--- src/rtl/cla_pipe_adder_pkg.sv ---
// Shared constants and the 4-bit lookahead primitive for the pipelined CLA adder.
package cla_pipe_adder_pkg;

    localparam logic OP_ADD = 1'b0;
    localparam logic OP_SUB = 1'b1;

    localparam int unsigned GROUP_BITS = 4;

    // Carries c[0..4] of one 4-bit group, each expanded directly from bit g/p and c0.
    function automatic logic [GROUP_BITS:0] group_carries(
        input logic [GROUP_BITS-1:0] g,
        input logic [GROUP_BITS-1:0] p,
        input logic                  c0
    );
        logic [GROUP_BITS:0] c;
        c[0] = c0;
        c[1] = g[0] | (p[0] & c0);
        c[2] = g[1] | (p[1] & g[0]) | (p[1] & p[0] & c0);
        c[3] = g[2] | (p[2] & g[1]) | (p[2] & p[1] & g[0]) | (p[2] & p[1] & p[0] & c0);
        c[4] = g[3] | (p[3] & g[2]) | (p[3] & p[2] & g[1]) | (p[3] & p[2] & p[1] & g[0])
             | (&p & c0);
        return c;
    endfunction

endpackage

--- src/rtl/cla_slice.sv ---
// Combinational STAGE_BITS-wide carry-lookahead slice built from 4-bit groups
// plus a group lookahead unit.
module cla_slice
    import cla_pipe_adder_pkg::*;
#(
    parameter int unsigned STAGE_BITS = 8
) (
    input  logic [STAGE_BITS-1:0] a,
    input  logic [STAGE_BITS-1:0] b_eff,
    input  logic                  c_in,
    output logic [STAGE_BITS-1:0] sum,
    output logic                  c_out,
    output logic                  g_out,
    output logic                  p_out,
    output logic                  c_msb
);

    localparam int unsigned NUM_GROUPS = STAGE_BITS / GROUP_BITS;

    logic [STAGE_BITS-1:0] g_bit;
    logic [STAGE_BITS-1:0] p_bit;
    logic [STAGE_BITS-1:0] c_bit;
    logic [NUM_GROUPS-1:0] g_grp;
    logic [NUM_GROUPS-1:0] p_grp;
    logic [NUM_GROUPS:0]   c_grp;

    always_comb begin
        logic [GROUP_BITS:0] gc;
        logic                run_p;
        g_bit = a & b_eff;
        p_bit = a ^ b_eff;
        g_grp = '0;
        p_grp = '0;
        c_grp = '0;
        c_bit = '0;
        g_out = 1'b0;
        p_out = 1'b1;

        for (int j = 0; j < int'(NUM_GROUPS); j++) begin
            gc       = group_carries(g_bit[j*GROUP_BITS +: GROUP_BITS],
                                     p_bit[j*GROUP_BITS +: GROUP_BITS], 1'b0);
            g_grp[j] = gc[GROUP_BITS];
            p_grp[j] = &p_bit[j*GROUP_BITS +: GROUP_BITS];
        end

        // Each group carry is a flat sum of products over lower groups, not a ripple chain.
        for (int j = 0; j <= int'(NUM_GROUPS); j++) begin
            run_p = 1'b1;
            for (int i = j - 1; i >= 0; i--) begin
                c_grp[j] = c_grp[j] | (g_grp[i] & run_p);
                run_p    = run_p & p_grp[i];
            end
            c_grp[j] = c_grp[j] | (run_p & c_in);
        end

        for (int i = int'(NUM_GROUPS) - 1; i >= 0; i--) begin
            g_out = g_out | (g_grp[i] & p_out);
            p_out = p_out & p_grp[i];
        end

        for (int j = 0; j < int'(NUM_GROUPS); j++) begin
            gc = group_carries(g_bit[j*GROUP_BITS +: GROUP_BITS],
                               p_bit[j*GROUP_BITS +: GROUP_BITS], c_grp[j]);
            c_bit[j*GROUP_BITS +: GROUP_BITS] = gc[GROUP_BITS-1:0];
        end

        sum   = p_bit ^ c_bit;
        c_out = c_grp[NUM_GROUPS];
        c_msb = c_bit[STAGE_BITS-1];
    end

endmodule

--- src/rtl/cla_pipe_adder.sv ---
// Pipelined carry-lookahead adder/subtractor: one STAGE_BITS slice per stage,
// registered inter-stage carry, valid/ready handshake with whole-pipe stall.
module cla_pipe_adder
    import cla_pipe_adder_pkg::*;
#(
    parameter int unsigned WIDTH      = 16,
    parameter int unsigned STAGE_BITS = 8,
    parameter int unsigned NUM_STAGES = WIDTH / STAGE_BITS
) (
    input  logic             clk,
    input  logic             rst,
    input  logic             in_valid,
    output logic             in_ready,
    input  logic [WIDTH-1:0] a,
    input  logic [WIDTH-1:0] b,
    input  logic             c_in,
    input  logic             op,
    output logic             out_valid,
    input  logic             out_ready,
    output logic [WIDTH-1:0] sum,
    output logic             c_out,
    output logic             ofl,
    output logic             zero
);

    if (STAGE_BITS == 0 || (STAGE_BITS % GROUP_BITS) != 0 || (WIDTH % STAGE_BITS) != 0
        || NUM_STAGES != WIDTH / STAGE_BITS) begin : g_bad_params
        $fatal(1, "cla_pipe_adder: illegal WIDTH/STAGE_BITS/NUM_STAGES combination");
    end

    // word_q rotates right each stage: unconsumed A bits at the bottom, finished sum bits enter at the top.
    logic [WIDTH-1:0]      word_q   [NUM_STAGES];
    logic [WIDTH-1:0]      b_q      [NUM_STAGES];
    logic [NUM_STAGES-1:0] carry_q;
    logic [NUM_STAGES-1:0] valid_q;
    logic                  ofl_q;
    logic                  zero_q;

    logic [WIDTH-1:0]      word_in  [NUM_STAGES];
    logic [WIDTH-1:0]      b_in     [NUM_STAGES];
    logic [WIDTH-1:0]      word_nxt [NUM_STAGES];
    logic [STAGE_BITS-1:0] slice_sum[NUM_STAGES];
    logic                  slice_co [NUM_STAGES];
    logic                  slice_cmsb[NUM_STAGES];
    logic [NUM_STAGES-1:0] slice_g;
    logic [NUM_STAGES-1:0] slice_p;
    logic [NUM_STAGES-1:0] cin_s;
    logic [NUM_STAGES-1:0] valid_in;
    logic [NUM_STAGES-1:0] carry_nxt;

    logic             stall;
    logic [WIDTH-1:0] b_eff;
    logic             c_eff;
    logic             ofl_nxt;
    logic             zero_nxt;

    assign stall    = valid_q[NUM_STAGES-1] & ~out_ready;
    assign in_ready = ~stall;
    assign b_eff    = (op == OP_SUB) ? ~b : b;
    assign c_eff    = (op == OP_SUB) ? 1'b1 : c_in;

    for (genvar k = 0; k < NUM_STAGES; k++) begin : g_stage
        if (k == 0) begin : g_first
            assign word_in[k]  = a;
            assign b_in[k]     = b_eff;
            assign cin_s[k]    = c_eff;
            assign valid_in[k] = in_valid;
        end else begin : g_next
            assign word_in[k]  = word_q[k-1];
            assign b_in[k]     = b_q[k-1];
            assign cin_s[k]    = carry_q[k-1];
            assign valid_in[k] = valid_q[k-1];
        end

        cla_slice #(.STAGE_BITS(STAGE_BITS)) u_slice (
            .a     (word_in[k][STAGE_BITS-1:0]),
            .b_eff (b_in[k][STAGE_BITS-1:0]),
            .c_in  (cin_s[k]),
            .sum   (slice_sum[k]),
            .c_out (slice_co[k]),
            .g_out (slice_g[k]),
            .p_out (slice_p[k]),
            .c_msb (slice_cmsb[k])
        );

        assign carry_nxt[k] = slice_g[k] | (slice_p[k] & cin_s[k]);
        assign word_nxt[k]  = (word_in[k] >> STAGE_BITS)
                            | (WIDTH'(slice_sum[k]) << (WIDTH - STAGE_BITS));

        // The slice's own carry-out must agree with its G/P lookahead.
        always_comb begin
            if (!rst) assert (slice_co[k] == carry_nxt[k]);
        end
    end

    assign ofl_nxt  = slice_cmsb[NUM_STAGES-1] ^ carry_nxt[NUM_STAGES-1];
    assign zero_nxt = (word_nxt[NUM_STAGES-1] == '0);

    // Pipeline registers: all hold on stall, data loads only with a valid beat.
    always_ff @(posedge clk) begin
        if (rst) begin
            valid_q <= '0;
            carry_q <= '0;
            ofl_q   <= 1'b0;
            zero_q  <= 1'b0;
            for (int k = 0; k < int'(NUM_STAGES); k++) begin
                word_q[k] <= '0;
                b_q[k]    <= '0;
            end
        end else if (!stall) begin
            for (int k = 0; k < int'(NUM_STAGES); k++) begin
                valid_q[k] <= valid_in[k];
                if (valid_in[k]) begin
                    word_q[k]  <= word_nxt[k];
                    b_q[k]     <= b_in[k] >> STAGE_BITS;
                    carry_q[k] <= carry_nxt[k];
                end
            end
            if (valid_in[NUM_STAGES-1]) begin
                ofl_q  <= ofl_nxt;
                zero_q <= zero_nxt;
            end
        end
    end

    assign out_valid = valid_q[NUM_STAGES-1];
    assign sum       = word_q[NUM_STAGES-1];
    assign c_out     = carry_q[NUM_STAGES-1];
    assign ofl       = ofl_q;
    assign zero      = zero_q;

endmodule

--- config.mk ---
export PLATFORM = sky130hd
export DESIGN_NAME = cla_pipe_adder
export DESIGN_NICKNAME = d
export VERILOG_FILES = /design/src/rtl/cla_pipe_adder_pkg.sv /design/src/rtl/cla_slice.sv /design/src/rtl/cla_pipe_adder.sv
export SDC_FILE = /design/constraint.sdc
export NUM_CORES = 1
export LEC_CHECK = 0
export ABC_CLOCK_PERIOD_IN_PS = 3500
export CAP_MARGIN = 5
export CORE_MARGIN = 5
export CORE_UTILIZATION = 40
export DETAILED_ROUTE_END_ITERATION = 6
export GPL_TIMING_DRIVEN = 1
export PLACE_DENSITY_LB_ADDON = 0.1
export SYNTH_ARGS = -nofsm -noshare
export SYNTH_HDL_FRONTEND = slang
export SYNTH_SLANG_ARGS = --single-unit
--- constraint.sdc ---
create_clock -name clk -period 3.5 [get_ports clk]
set_clock_uncertainty 0.05 [all_clocks]
set_input_delay 0.35 -clock clk [delete_from_list [all_inputs] [get_ports clk]]
set_output_delay 0.35 -clock clk [all_outputs]
set_load 0.02 [all_outputs]
# Word level (Yosys, flattened, before mapping)
# Memories as Yosys holds them, arrays and structs flattened.
# Cells that the tools add are included.
dict set report word_totals {
  regBits 6
  latch_bits 0
  ram_bits 48
  romBits 0
  input_bits 38
  word_cells 153
  memories 2
}
# memory words word_bits rd rd_clocked_by_memory_dff wr line_no
set memory_table {}
lappend memory_table {word_q 2 16 2 0 2 cla_pipe_adder.sv:32} ;# logic [WIDTH-1:0] word_q [NUM_STAGES];
lappend memory_table {b_q 2 8 1 0 2 cla_pipe_adder.sv:33} ;# logic [WIDTH-1:0] b_q [NUM_STAGES];
dict set report classes {
  add_sub_neg 0
  n_mul 0
  n_div 0
  order_cmp 0
  eq_ne 0
  n_shift 0
  n_mux 16
  bitwise 123
  reduce_logical 7
}
# operator n
set ops {}
lappend ops {{$and A1 B1 Y1} 65}
lappend ops {{$mux W16} 3}
lappend ops {{$or A1 B1 Y1} 46}
lappend ops {{$or A8 B16 Y16} 2}
lappend ops {{$xor A8 B8 Y8} 4}
lappend ops {{$and A8 B8 Y8} 2}
lappend ops {{$logic_not A16 Y1} 1}
lappend ops {{$mux W8} 2}
lappend ops {{$not A16 Y16} 1}
lappend ops {{$reduce_and A4 Y1} 4}
lappend ops {{$mux W1} 11}
lappend ops {{$reduce_and A2 Y1} 2}
lappend ops {{$not A1 Y1} 2}
lappend ops {{$xor A1 B1 Y1} 1}

# Longest topological paths before layout
dict set report depth {
  ltp_word 13
  mapped_depth 11
  depth_no_buf 11
}

# By module
# From an unflattened synthesis, not the netlist that was laid out.
dict set report hier_totals {
  cells_unflattened 232
  area_unflattened_um2 2687.6
}
# module instances cells_per_inst area_per_inst_um2 seq_area_each_um2
set modules_own_cells {}
lappend modules_own_cells {cla_pipe_adder 1 144 1966.9 1321.3}
lappend modules_own_cells {cla_slice 2 44 360.3 0.0}

# Least setup slack after synthesis
# Ideal clock, no wire load.
dict set report synth_path {
  path_kind {reg-to-reg}
  start {memory b_q[0][0] in the netlist's numbering}
  end {register zero_q (netlist: zero)}
  setup_ns 0.060
  t_arrival_ns 2.627
  setup_slack_ns 0.763
  stages_incl_launch_ff 12
  synth_period_minus_slack_ns 2.737
  cell_sequence {edfxtp_1 ha_1 a211oi_1 nor3b_1 o21ai_0 nand2b_1 fa_1 xor2_1 nor4b_1 nand3_1 and4b_1 a32o_1}
}
dict set report synth_between {
  elab_chain_len 10
  elab_cells_between_ends 29
}
# element line_no
set synth_rtl {}
lappend synth_rtl {{from (decl)} cla_pipe_adder.sv:33}
lappend synth_rtl {{$mem_v2 Z2 W8 (*)} --}
lappend synth_rtl {{$xor A8 B8 Y8 or $and A8 B8 Y8 (tied branches)} {cla_slice.sv:31, cla_slice.sv:30}}
lappend synth_rtl {{$reduce_and A4 Y1 or $and A1 B1 Y1 (tied branches)} --}
lappend synth_rtl {{$and A1 B1 Y1 or $or A1 B1 Y1 (tied branches)} --}
lappend synth_rtl {{$or A1 B1 Y1} --}
lappend synth_rtl {{$and A1 B1 Y1, on equally long branches} {cla_pipe_adder_pkg.sv:17, cla_pipe_adder_pkg.sv:18, cla_pipe_adder_pkg.sv:19}}
lappend synth_rtl {{$or A1 B1 Y1, on equally long branches} {cla_pipe_adder_pkg.sv:17, cla_pipe_adder_pkg.sv:18, cla_pipe_adder_pkg.sv:19}}
lappend synth_rtl {{$xor A8 B8 Y8 (*)} cla_slice.sv:67} ;# sum = p_bit ^ c_bit;
lappend synth_rtl {{$or A8 B16 Y16 (*)} cla_pipe_adder.sv:88} ;# | (WIDTH'(slice_sum[k]) << (WIDTH - STAGE_BITS));
lappend synth_rtl {{$logic_not A16 Y1 (*)} cla_pipe_adder.sv:97} ;# assign zero_nxt = (word_nxt[NUM_STAGES-1] == '0);
lappend synth_rtl {{to (signal assigned)} cla_pipe_adder.sv:121} ;# zero_q <= zero_nxt;
lappend synth_rtl {{to (decl)} cla_pipe_adder.sv:37} ;# logic zero_q;
# Mark *: on every way between the ends. The rest lies on a longest branch, timed or not.
# A chain may end at the register's enable or synchronous reset.

# Worst setup path after layout
# Same ends and word-level chain as after synthesis.

==> metrics.md <==
| Metric | Value |
|---|---|
| WHS Path Cells | 2 |
| Synth area leaders | edfxtp_1 (47%), ha_1 (7.9%), and2_1 (4.9%) |
| Synth Area in Adders | roughly 11% |
| Slew at the pin with the worst max-slew slack | 1.068 ns |
| Synth Cell Area | between 0.002 and 0.003 sq mm |
| I/O Pins | between 50 and 60 |
| Initial antenna violation count | 0 |
| Multi-input gate area | approximately 0.0011 sq mm |
| Die Width | ~90 um |
| Max Slew Vio Count | 0 |
| Leakage power | ~1.3 nW |
| # DRC | 0 |
| Post-Place Cell Area | roughly 0.0032 sq mm |
| Hold Buf Count CTS | 0 |
| Complex-gate fraction of the synthesized area | 9.921% |
| Final Critical Period | between 2 and 3 ns |
| CTS tree | done |
| Power Dens Cells | 407.7 mW/mm^2 |
| Final std cells w/o fill | 357 |
| Postcts setup bufs | 0 |
| Antenna-violating nets left | 0 |
| Synth cell types | 42 |
| Period utilisation layout | between 80% and 90% |
| Outcome | finished clean |
| Setup repair after global routing missed its margin | no |
| CTS Buf Count | 5 |
| Post-synth top area share | a little under half |
| PnR worst setup slack | roughly 0.58 ns |
| FP Rows | 29 |
| Antenna Cells | 0 |
| Power after layout | 1.345 mW |
| Die height | roughly 90 um |
| Rel. slew slack | between 20 and 30% |
| Via count | around 1700 |
| Max-Cap Viols | 0 |
| Fraction of layout cells with a size suffix above 1 | ~5.7% |
| Slowest cell on crit path | fa_1 |
| Critical setup path kind | flop to flop |
| Crit path to | zero |
| Xor/xnor cell area share of the yosys netlist | 8.939% |
| Starting Density | 40.58% |
| CP max FO | 3 |
| Full die area | about 0.0081 sq mm |
| Fill count | 591 |
| Register area | 0.001321 sq mm |
| Routed WL | 4574 um |
| Synthesized Nets | approximately 280 |
| Synth-to-layout area growth | 29.47% |
| R2r endpoint | zero |
| Largest net degree at the start of global routing | 25 |
| Synth warn | 0 |
| Core area | between 0.006 and 0.007 sq mm |
| Max incr delay on CP | roughly 0.41 ns |
| Mux contribution to synthesized area | 0.3929% |
| Worst Setup SP | b_q[0][0] |
| Startpoint Class | flop |
| Worst r2r src | b_q[0][0] |
| Global-route wire length before repair | around 8000 um |
| CTS root buffer | clkbuf_8 |
| Setup TNS | 0 ns |
| Worst vdd ir | 0.0001839 V |
| Pre-antenna DRT Iters | 4 |
| Synth Register Bits | 46 |
| CTS sink count | 46 |
| Final core occ | between 50% and 60% |
| Synth Instances | 218 |
| Post-Layout Inst Area | about 0.0033 sq mm |
| Max Clk Rate | between 0.3 and 0.4 GHz |
| Crit. End Element | flop |
| Number of H-tree levels | 2 |
| WL/cell | roughly 13 um |
| Vias in the first global route | 1706 |
| # setup viols final | 0 |
| Largest family of logic cells by synthesized area | simple AND/OR/NAND/NOR gates |
| Worst-path cell chain | ha_1, a211oi_1, nor3b_1, o21ai_0, nand2b_1, fa_1, xor2_1, nor4b_1, nand3_1, and4b_1, a32o_1 |
| Worst path required time | roughly 3.7 ns |
| Commonest non-fill, non-tap cell in the layout | clkdlybuf4s50_1 |
| GRT Total Usage | roughly an eighth |
| Input/output buffers | 58 |
| Final #Nets | around 340 |
| Sequential fraction of the synthesis area | 51.87% |
| Synth Area per Inst | 11.69 sq um |
| CP Data Arrival Time | about 3.1 ns |
| Clock Latency Late Sink | between 0.2 and 0.3 ns |
| R2R Setup Slk | 0.58 ns |
| Final GP Congestion | approximately 0.85 |
| # resized after CTS | 0 |
| Fin Hold WS | between 0.4 and 0.5 ns |
| Yosys top cell by area | edfxtp_1 |
| Clk slew on worst S/H paths | about 0.080 ns |
| Total global routing overflow | 0 |
| Placed Cells | between 300 and 400 |
| Final Hold Fails | 0 |
| Commonest non-fill, non-tap cells in the layout | clkdlybuf4s50_1 (58), edfxtp_1 (40), nor2_1 (31) |
| Detailed-placement wirelength estimate | ~3700 um |
| Hold crit path type | flop to flop |
| Area share of and/or/nand/nor cells after synthesis | 14.88% |
| Initial DRC Count | 38 |
| Clk buf depth | 2 |
| Cells on worst reg2reg path | 11 |
| Vias per cell | between 4 and 5 |
| Setup WS pre-CTS | roughly 0.48 ns |
[per-layer routing]
layer,track usage [%],up-vias,wire length [um]
li1,-,895,-
met1,16.10,734,2188
met2,18.23,43,2001
met3,4.090,5,304
met4,4.912,0,80
met5,0,-,0
[layout make-up]
class                           count  area share, %
Sequential cell                    46          40.06
Multi-Input combinational cell    154          34.86
Timing Repair Buffer               62          18.51
Tap cell                           77          2.921
Clock buffer                        6          2.200
Inverter                           10          1.138
Clock inverter                      2         0.3035
[synth_stat cells]
cell	n
nand4b_1	1
xnor2_1	13
o31ai_1	1
and4b_1	1
and2_1	20
ha_1	16
a31oi_1	1
a21oi_1	4
a31o_2	2
and3_1	1
dfxtp_1	6
o21ai_0	7
a211oi_2	1
a211oi_1	6
a2111o_1	2
nor4b_1	1
a311oi_1	1
nor3b_1	2
nand2b_1	3
fa_1	4
or4_4	1
a211o_1	1
o21a_1	2
nand4_1	1
inv_1	10
buf_2	1
nor3_1	2
a21o_1	2
mux2i_1	1
nor4_1	2
nor2_1	31
o21bai_1	1
buf_6	1
nand2_1	5
o211ai_2	1
o31a_1	1
nand3_1	1
edfxtp_1	40
nor2b_1	1
a32o_1	1
clkbuf_1	6
xor2_1	13
[cells by family (layout without fill, tap and decap cells)]
| group | Yosys count | after routing |
|---|---|---|
| adders and majority gates | 20 | 20 |
| muxes | 1 | 1 |
| and+or+nand+nor | 73 | 73 |
| buffers and inverters | 18 | 80 |
| xor gates and xnor gates | 26 | 26 |
| AOI/OAI and AO/OA | 34 | 34 |
| DFF | 46 | 46 |
[power breakdown]
group | leakage (nW) | internal [mW] | switching (mW) | total [mW]
clock network | 0.0450 | 0.138 | 0.168 | 0.306
registers | 0.481 | 0.659 | 0.0197 | 0.678
logic | 0.774 | 0.182 | 0.179 | 0.360
[sequential cells by signal (all words and copies together) (netlist names)]
register	count
word_q	32
b_q	8
carry_q	2
valid_q	2
ofl	1
zero	1
[worst min-delay path by stage]
stage          startpoint    endpoint  slack [ns]
5_1_grt              zero        zero        0.47
3_3_place_gp         zero        zero        0.42
3_5_place_dp         zero        zero        0.43
2_1_floorplan  valid_q[0]  valid_q[0]        0.42
6_report       carry_q[1]  carry_q[1]        0.45
4_1_cts              zero        zero        0.45
[worst max-delay path, delay by kind of cell, from the launching register on]
family          cells  cell delay (ns)
compound gates      3             0.67
fa+ha+maj           2             0.73
xor+xnor            1             0.18
flops               1             0.39
simple gates        5             0.85
(Power assumes the default switching activity.)
